File: config.mk
export PLATFORM = sky130hd
export DESIGN_NAME = ps2_kbd_ctrl
export DESIGN_NICKNAME = d
export VERILOG_FILES = /design/src/rtl/ps2_kbd_ctrl.sv
export SDC_FILE = /design/constraint.sdc
export NUM_CORES = 1
export LEC_CHECK = 0
export ABC_CLOCK_PERIOD_IN_PS = 3200
export CORE_UTILIZATION = 56
export DETAILED_ROUTE_END_ITERATION = 16
export PLACE_DENSITY = 0.9
export SLEW_MARGIN = 20
export SYNTH_ARGS = -nofsm -noshare
export SYNTH_HDL_FRONTEND = slang
export SYNTH_SLANG_ARGS = --single-unit
File: constraint.sdc
create_clock -name CLOCK_50 -period 3.2 [get_ports CLOCK_50]
set_input_delay 0.64 -clock CLOCK_50 [delete_from_list [all_inputs] [get_ports CLOCK_50]]
set_output_delay 0.64 -clock CLOCK_50 [all_outputs]
set_load 0.03 [all_outputs]
File: src/rtl/ps2_kbd_ctrl.sv
// PS/2 keyboard sequencer: resets the keyboard, waits for BAT, decodes set-2
// scancodes into single-cycle key events and drives the keyboard LEDs.
// Optional feature macro: PS2_KBD_LOCKS_EN (caps/num/scroll lock tracking).
module ps2_kbd_ctrl #(
  parameter int unsigned ACK_TIMEOUT = 2500000,
  parameter int unsigned BAT_TIMEOUT = 50000000,
  parameter int unsigned MAX_RETRY   = 3
) (
  input  logic       CLOCK_50,
  input  logic       reset,
  output logic [7:0] the_command,
  output logic       send_command,
  input  logic       command_was_sent,
  input  logic       error_communication_timed_out,
  input  logic [7:0] received_data,
  input  logic       received_data_en,
  input  logic [2:0] led_state,
  input  logic       led_update,
  output logic [7:0] key_code,
  output logic       key_ext,
  output logic       key_release,
  output logic       key_valid,
  output logic       kbd_ready,
  output logic       kbd_error
);

  typedef enum logic [3:0] {
    StRstTx, StRstAck, StBat, StIdle, StLedTx, StLedAck1, StMskTx, StLedAck2, StError
  } state_e;

  state_e      state_q, state_d;
  logic [7:0]  cmd_q, cmd_d;
  logic        send_q, send_d;
  logic [31:0] timer_q, timer_d;
  logic [7:0]  retry_q, retry_d;
  logic        ext_q, ext_d, rel_q, rel_d;
  logic        pending_q, pending_d;
  logic [2:0]  mask_q, mask_d;
  logic [7:0]  key_code_q, key_code_d;
  logic        key_ext_q, key_ext_d, key_rel_q, key_rel_d, key_valid_q, key_valid_d;

  logic [2:0]  led_mask;
  logic [7:0]  tx_byte;
  state_e      ack_next, resend_st;
  logic        fail;
  state_e      retry_st;

`ifdef PS2_KBD_LOCKS_EN
  logic [2:0] lock_q, lock_d, held_q, held_d, lock_sel;

  // Map the lock make codes onto the {caps, num, scroll} bit positions.
  always_comb begin
    lock_sel = 3'b000;
    case (received_data)
      8'h58:   lock_sel = 3'b100;
      8'h77:   lock_sel = 3'b010;
      8'h7E:   lock_sel = 3'b001;
      default: lock_sel = 3'b000;
    endcase
  end

  assign led_mask = mask_q | lock_q;
`else
  assign led_mask = mask_q;
`endif

  // Per-state byte to send, state after a good ACK, and state to re-send from.
  always_comb begin
    tx_byte   = 8'hFF;
    ack_next  = StBat;
    resend_st = StRstTx;
    case (state_q)
      StRstTx, StRstAck: begin
        tx_byte = 8'hFF; ack_next = StBat; resend_st = StRstTx;
      end
      StLedTx, StLedAck1: begin
        tx_byte = 8'hED; ack_next = StMskTx; resend_st = StLedTx;
      end
      StMskTx, StLedAck2: begin
        tx_byte = {5'b0, led_mask}; ack_next = StIdle; resend_st = StMskTx;
      end
      default: ;
    endcase
  end

  // Next-state, transmit handshake, retry accounting and scancode decode.
  always_comb begin
    state_d     = state_q;
    cmd_d       = cmd_q;
    send_d      = send_q;
    timer_d     = '0;
    retry_d     = retry_q;
    ext_d       = ext_q;
    rel_d       = rel_q;
    pending_d   = pending_q;
    mask_d      = mask_q;
    key_code_d  = key_code_q;
    key_ext_d   = key_ext_q;
    key_rel_d   = key_rel_q;
    key_valid_d = 1'b0;
    fail        = 1'b0;
    retry_st    = state_q;
`ifdef PS2_KBD_LOCKS_EN
    lock_d      = lock_q;
    held_d      = held_q;
`endif
    case (state_q)
      StRstTx, StLedTx, StMskTx: begin
        if (!send_q) begin
          send_d = 1'b1;
          cmd_d  = tx_byte;
        end else if (command_was_sent) begin
          send_d  = 1'b0;
          state_d = ack_next == StBat ? StRstAck
                  : (ack_next == StMskTx ? StLedAck1 : StLedAck2);
        end else if (error_communication_timed_out) begin
          send_d = 1'b0;
          fail   = 1'b1;
        end
      end
      StRstAck, StLedAck1, StLedAck2: begin
        timer_d = timer_q + 32'd1;
        if (received_data_en && received_data == 8'hFA) begin
          retry_d = '0;
          timer_d = '0;
          state_d = ack_next;
        end else if ((received_data_en && received_data == 8'hFE) ||
                     timer_q >= 32'(ACK_TIMEOUT - 1)) begin
          fail     = 1'b1;
          retry_st = resend_st;
        end
      end
      StBat: begin
        timer_d = timer_q + 32'd1;
        if (received_data_en && received_data == 8'hAA) begin
          state_d   = StLedTx;
          pending_d = 1'b0;
        end else if (received_data_en && received_data == 8'hFC) begin
          state_d = StError;
        end else if (timer_q >= 32'(BAT_TIMEOUT - 1)) begin
          fail     = 1'b1;
          retry_st = StRstTx;
        end
      end
      StIdle: begin
        if (received_data_en) begin
          case (received_data)
            8'hE0: ext_d = 1'b1;
            8'hF0: rel_d = 1'b1;
            8'h00, 8'hFF: begin
              ext_d = 1'b0; rel_d = 1'b0;
            end
            8'hAA: begin
              ext_d = 1'b0; rel_d = 1'b0; pending_d = 1'b1;
            end
            default: begin
              key_valid_d = 1'b1;
              key_code_d  = received_data;
              key_ext_d   = ext_q;
              key_rel_d   = rel_q;
              ext_d       = 1'b0;
              rel_d       = 1'b0;
`ifdef PS2_KBD_LOCKS_EN
              // Toggle only on the first make; typematic repeats keep held set.
              if (!ext_q) begin
                if (rel_q) begin
                  held_d = held_q & ~lock_sel;
                end else if ((lock_sel & ~held_q) != 3'b000) begin
                  lock_d    = lock_q ^ lock_sel;
                  held_d    = held_q | lock_sel;
                  pending_d = 1'b1;
                end
              end
`endif
            end
          endcase
        end else if (pending_q) begin
          state_d   = StLedTx;
          pending_d = 1'b0;
        end
      end
      StError: begin
        if (received_data_en && received_data == 8'hAA) begin
          state_d   = StLedTx;
          pending_d = 1'b0;
        end
      end
      default: state_d = StRstTx;
    endcase
    if (fail) begin
      timer_d = '0;
      if (32'(retry_q) + 32'd1 >= MAX_RETRY) begin
        retry_d = '0;
        state_d = StError;
      end else begin
        retry_d = retry_q + 8'd1;
        state_d = retry_st;
      end
    end
    // A later pulse overwrites the mask; it is honoured whatever the state.
    if (led_update) begin
      pending_d = 1'b1;
      mask_d    = led_state;
    end
  end

  // State registers with synchronous reset.
  always_ff @(posedge CLOCK_50) begin
    if (reset) begin
      state_q     <= StRstTx;
      cmd_q       <= 8'h00;
      send_q      <= 1'b0;
      timer_q     <= '0;
      retry_q     <= '0;
      ext_q       <= 1'b0;
      rel_q       <= 1'b0;
      pending_q   <= 1'b0;
      mask_q      <= 3'b000;
      key_code_q  <= 8'h00;
      key_ext_q   <= 1'b0;
      key_rel_q   <= 1'b0;
      key_valid_q <= 1'b0;
`ifdef PS2_KBD_LOCKS_EN
      lock_q      <= 3'b000;
      held_q      <= 3'b000;
`endif
    end else begin
      state_q     <= state_d;
      cmd_q       <= cmd_d;
      send_q      <= send_d;
      timer_q     <= timer_d;
      retry_q     <= retry_d;
      ext_q       <= ext_d;
      rel_q       <= rel_d;
      pending_q   <= pending_d;
      mask_q      <= mask_d;
      key_code_q  <= key_code_d;
      key_ext_q   <= key_ext_d;
      key_rel_q   <= key_rel_d;
      key_valid_q <= key_valid_d;
`ifdef PS2_KBD_LOCKS_EN
      lock_q      <= lock_d;
      held_q      <= held_d;
`endif
    end
  end

  assign the_command  = cmd_q;
  assign send_command = send_q;
  assign key_code     = key_code_q;
  assign key_ext      = key_ext_q;
  assign key_release  = key_rel_q;
  assign key_valid    = key_valid_q;
  assign kbd_ready    = (state_q == StIdle);
  assign kbd_error    = (state_q == StError);

endmodule

==> flow_summary.json <==
{
  "cp_top_family": "buffers and inverters",
  "reg2reg_slack_ns": 0.50,
  "antennaDiodeCount": 0,
  "powerDensity_nw_per_um2": 561.2,
  "synth.avg_cell_area_sq_um": 8.497,
  "cp-end-kind": "primary output",
  "synth.distinct_cells": 50,
  "fin_ws_ns": 0.3398,
  "coreArea_sq_um": 5574,
  "dr.pass1.iters": 5,
  "min_period_ns": 2.860,
  "layout_commonest_cell": "nor2_1",
  "post-dp-hpwl_um": 5366,
  "yosysSeqAreaShare_pct": 40.79,
  "multi_input_area_sq_um": 1809,
  "p_comb_share_pct": 28.2,
  "syn_to_final_growth_pct": 22.68,
  "cts_buffers": 9,
  "htreeDepth": 3,
  "maxSlewViolCount": 0,
  "ys_seq_elements": 67,
  "grt_max_degree": 33,
  "layout_common_cells": "nor2_1, dfxtp_1, clkdlybuf4s50_1",
  "layout-drive-gt1-share_pct": 10.34,
  "grt_pass1_vias": 2813,
  "chipWidth_um": 78.63,
  "finalSetupTns_ns": 0,
  "vias": 2994,
  "clk_latency_ns": 0.34,
  "hold_path_depth": 1,
  "crit_cells": 3,
  "slew_headroom_pct": 43.03,
  "post-route-util_pct": 72.37,
  "synth_warnings": 0,
  "min_to": "retry_q[5]",
  "gr-total-overflow": 0,
  "finalSetupViolCount": 0,
  "synth_cells": 387,
  "syn_nets": 407,
  "cts.sinks": 67,
  "min_path_type": "reg2reg",
  "cts_buffer_depth": 2,
  "skew_ns": 0.009864,
  "clkTransAtPathRegs_ns": 0.07,
  "required_ns": 2.56,
  "gp_congestion": 0.9225,
  "crit_type": "reg2out",
  "syn_area_sq_um": 3288,
  "min_period_over_period_pct": 89.38,
  "synthAdderAreaFrac_pct": 1.142,
  "power.leakage_nw": 1.392,
  "synth_top_family_by_area": "simple AND/OR/NAND/NOR gates",
  "power.internal_mw": 1.518,
  "cts_tree": "built",
  "cts_root_buf": "clkbuf_8",
  "grt_antenna_before_repair": 0,
  "crit_fanout": 12,
  "maxCapViolations": 0,
  "hold_buffers": 0,
  "switchingPower_mw": 0.7454,
  "rsz0062_at_grt": "false",
  "postCtsSetupRepairBufs": 0,
  "io_pins": 39,
  "drc_errors": 0,
  "p_sw_share_pct": 32.93,
  "drt_wl_total_um": 7403,
  "r2r_end": "key_code[5]",
  "place_ws_ns": 0.08393,
  "status": "complete, no violations",
  "post_cts_resized": 0,
  "synth-simple-area-share_pct": 30.48,
  "seq_power_share_pct": 42.1,
  "ant_nets": 0,
  "wl_per_cell_um": 14.32,
  "path_cells": "nand2b_1, nor3_1, clkdlybuf4s50_1",
  "io_buffers": 38,
  "synth.area.mux_share_pct": 4.566,
  "slowest_delay_ns": 0.76,
  "synth_edf_count": 0,
  "worstPathArrival_ns": 2.22,
  "worstMarginPinSlew_ns": 0.8480,
  "rows": 27,
  "synthXorXnorAreaFrac_pct": 7.991,
  "grt_pass1_wl_um": 12550,
  "synthArstFlopShare_pct": 0,
  "max_freq_mhz": 349.6,
  "vias_per_cell": 5.791,
  "hold_viol": 0,
  "r2r-start": "state_q[1]",
  "fin_total_pwr_mw": 2.264,
  "critPathBufInv": 1,
  "r2r_cells": 7,
  "ir_drop_uv": 453.0,
  "fillers": 400,
  "min_from": "retry_q[5]",
  "critPathSlowestCell": "clkdlybuf4s50_1",
  "start_kind": "register",
  "die_h_um": 78.63,
  "initial_core_util_pct": 58.99,
  "final_nets": 460,
  "seq_area_sq_um": 1341,
  "drt_iter0_markers": 129,
  "grt_usage_pct": 25.85,
  "yosys_most_used_dff": "dfxtp_1",
  "fp.dieArea_sq_um": 6182,
  "pwr-share-clk_pct": 29.7,
  "synth-compound-area-share_pct": 10.84
}
## per-stage QoR
step | hold slack, ns | instances | cell area (sq um)
2_1_floorplan | 0.4212 | 387 | 3288
3_3_place_gp | 0.4358 | 501 | 3847
3_5_place_dp | 0.4390 | 501 | 3847
4_1_cts | 0.4624 | 517 | 4034
5_1_grt | 0.4721 | 517 | 4034
6_report | 0.4613 | 517 | 4034
## worst max-delay path by stage
stage	from	endpoint	slack, ns
3_5_place_dp	received_data[4]	state_q[1]	0.08
5_1_grt	state_q[1]	kbd_ready	0.24
3_3_place_gp	received_data[4]	state_q[1]	0.16
4_1_cts	state_q[1]	kbd_ready	0.35
6_report	state_q[1]	kbd_ready	0.34
2_1_floorplan	state_q[1]	state_q[2]	0.45
## worst register-to-register path, cell delays in order (launching register included)
cell	delay, ns
dfxtp_1	0.59
nand2b_1	0.17
nor3_1	0.37
nand2_1	0.16
nor3_1	0.71
buf_4	0.31
mux2i_1	0.23
nor2_1	0.05
## per-layer routing
layer | part of all wire, % | track usage (%) | vias to the layer above | wire length, um
met1 | 44 | 31.55 | 1406 | 3265
li1 | - | - | 1482 | -
met2 | 50 | 43.39 | 91 | 3681
met3 | 4.7 | 6.047 | 15 | 345
met4 | 1.5 | 10.74 | 0 | 110
met5 | 0 | 0 | - | 0
## synthesized netlist by cell type, drive strengths merged (5+ instances only)
| master | number | area share, % |
|---|---|---|
| a21oi | 12 | 1.8 |
| and2 | 7 | 1.3 |
| buf | 12 | 2.0 |
| clkbuf | 6 | 0.68 |
| dfxtp | 67 | 41 |
| inv | 13 | 1.5 |
| mux2i | 15 | 4.6 |
| nand2 | 21 | 2.4 |
| nand3 | 18 | 3.1 |
| nand4 | 15 | 2.9 |
| nor2 | 80 | 9.2 |
| nor3 | 11 | 2.0 |
| nor4 | 16 | 3.0 |
| o21ai | 7 | 1.1 |
| or4 | 5 | 1.4 |
| xnor2 | 14 | 3.7 |
| xor2 | 16 | 4.3 |
## final cells by class
type / count / share of cell area (%)
clock buffers: 12 / 3.350
clock inverters: 4 / 1.272
inverters: 13 / 1.210
multi-input cells: 289 / 44.85
flip-flops and latches: 67 / 33.25
well taps: 72 / 2.233
repair buffers: 60 / 13.83
## state kept, by name, indices dropped and copies added, names as in the netlist
register / cells
rel_q: 1
send_command: 1
the_command: 5
pending_q: 1
key_code: 8
key_release: 1
ext_q: 1
led_mask: 3
retry_q: 8
key_ext: 1
timer_q: 32
state_q: 4
key_valid: 1
## kinds of logic (layout without fill, tap and decap cells)
| family | after synthesis | in the layout |
|---|---|---|
| simple gates | 195 | 195 |
| buf+inv | 31 | 89 |
| flops | 67 | 67 |
| compound gates | 46 | 46 |
| xor+xnor | 30 | 30 |
| fa+ha+maj | 3 | 3 |
| mux | 15 | 15 |
## power by group through the flow
| stage | Sequential [mW] | Combinational (mW) | Clock [mW] |
|---|---|---|---|
| floorplan | 0.997 | 0.393 | 0 |
| global route | 0.960 | 0.687 | 0.715 |
| detailed placement | 0.970 | 0.629 | 0 |
| finish | 0.953 | 0.639 | 0.672 |
| CTS | 0.951 | 0.635 | 0.682 |
| global placement | 0.964 | 0.612 | 0 |
Power figures use the tool's default switching activity.
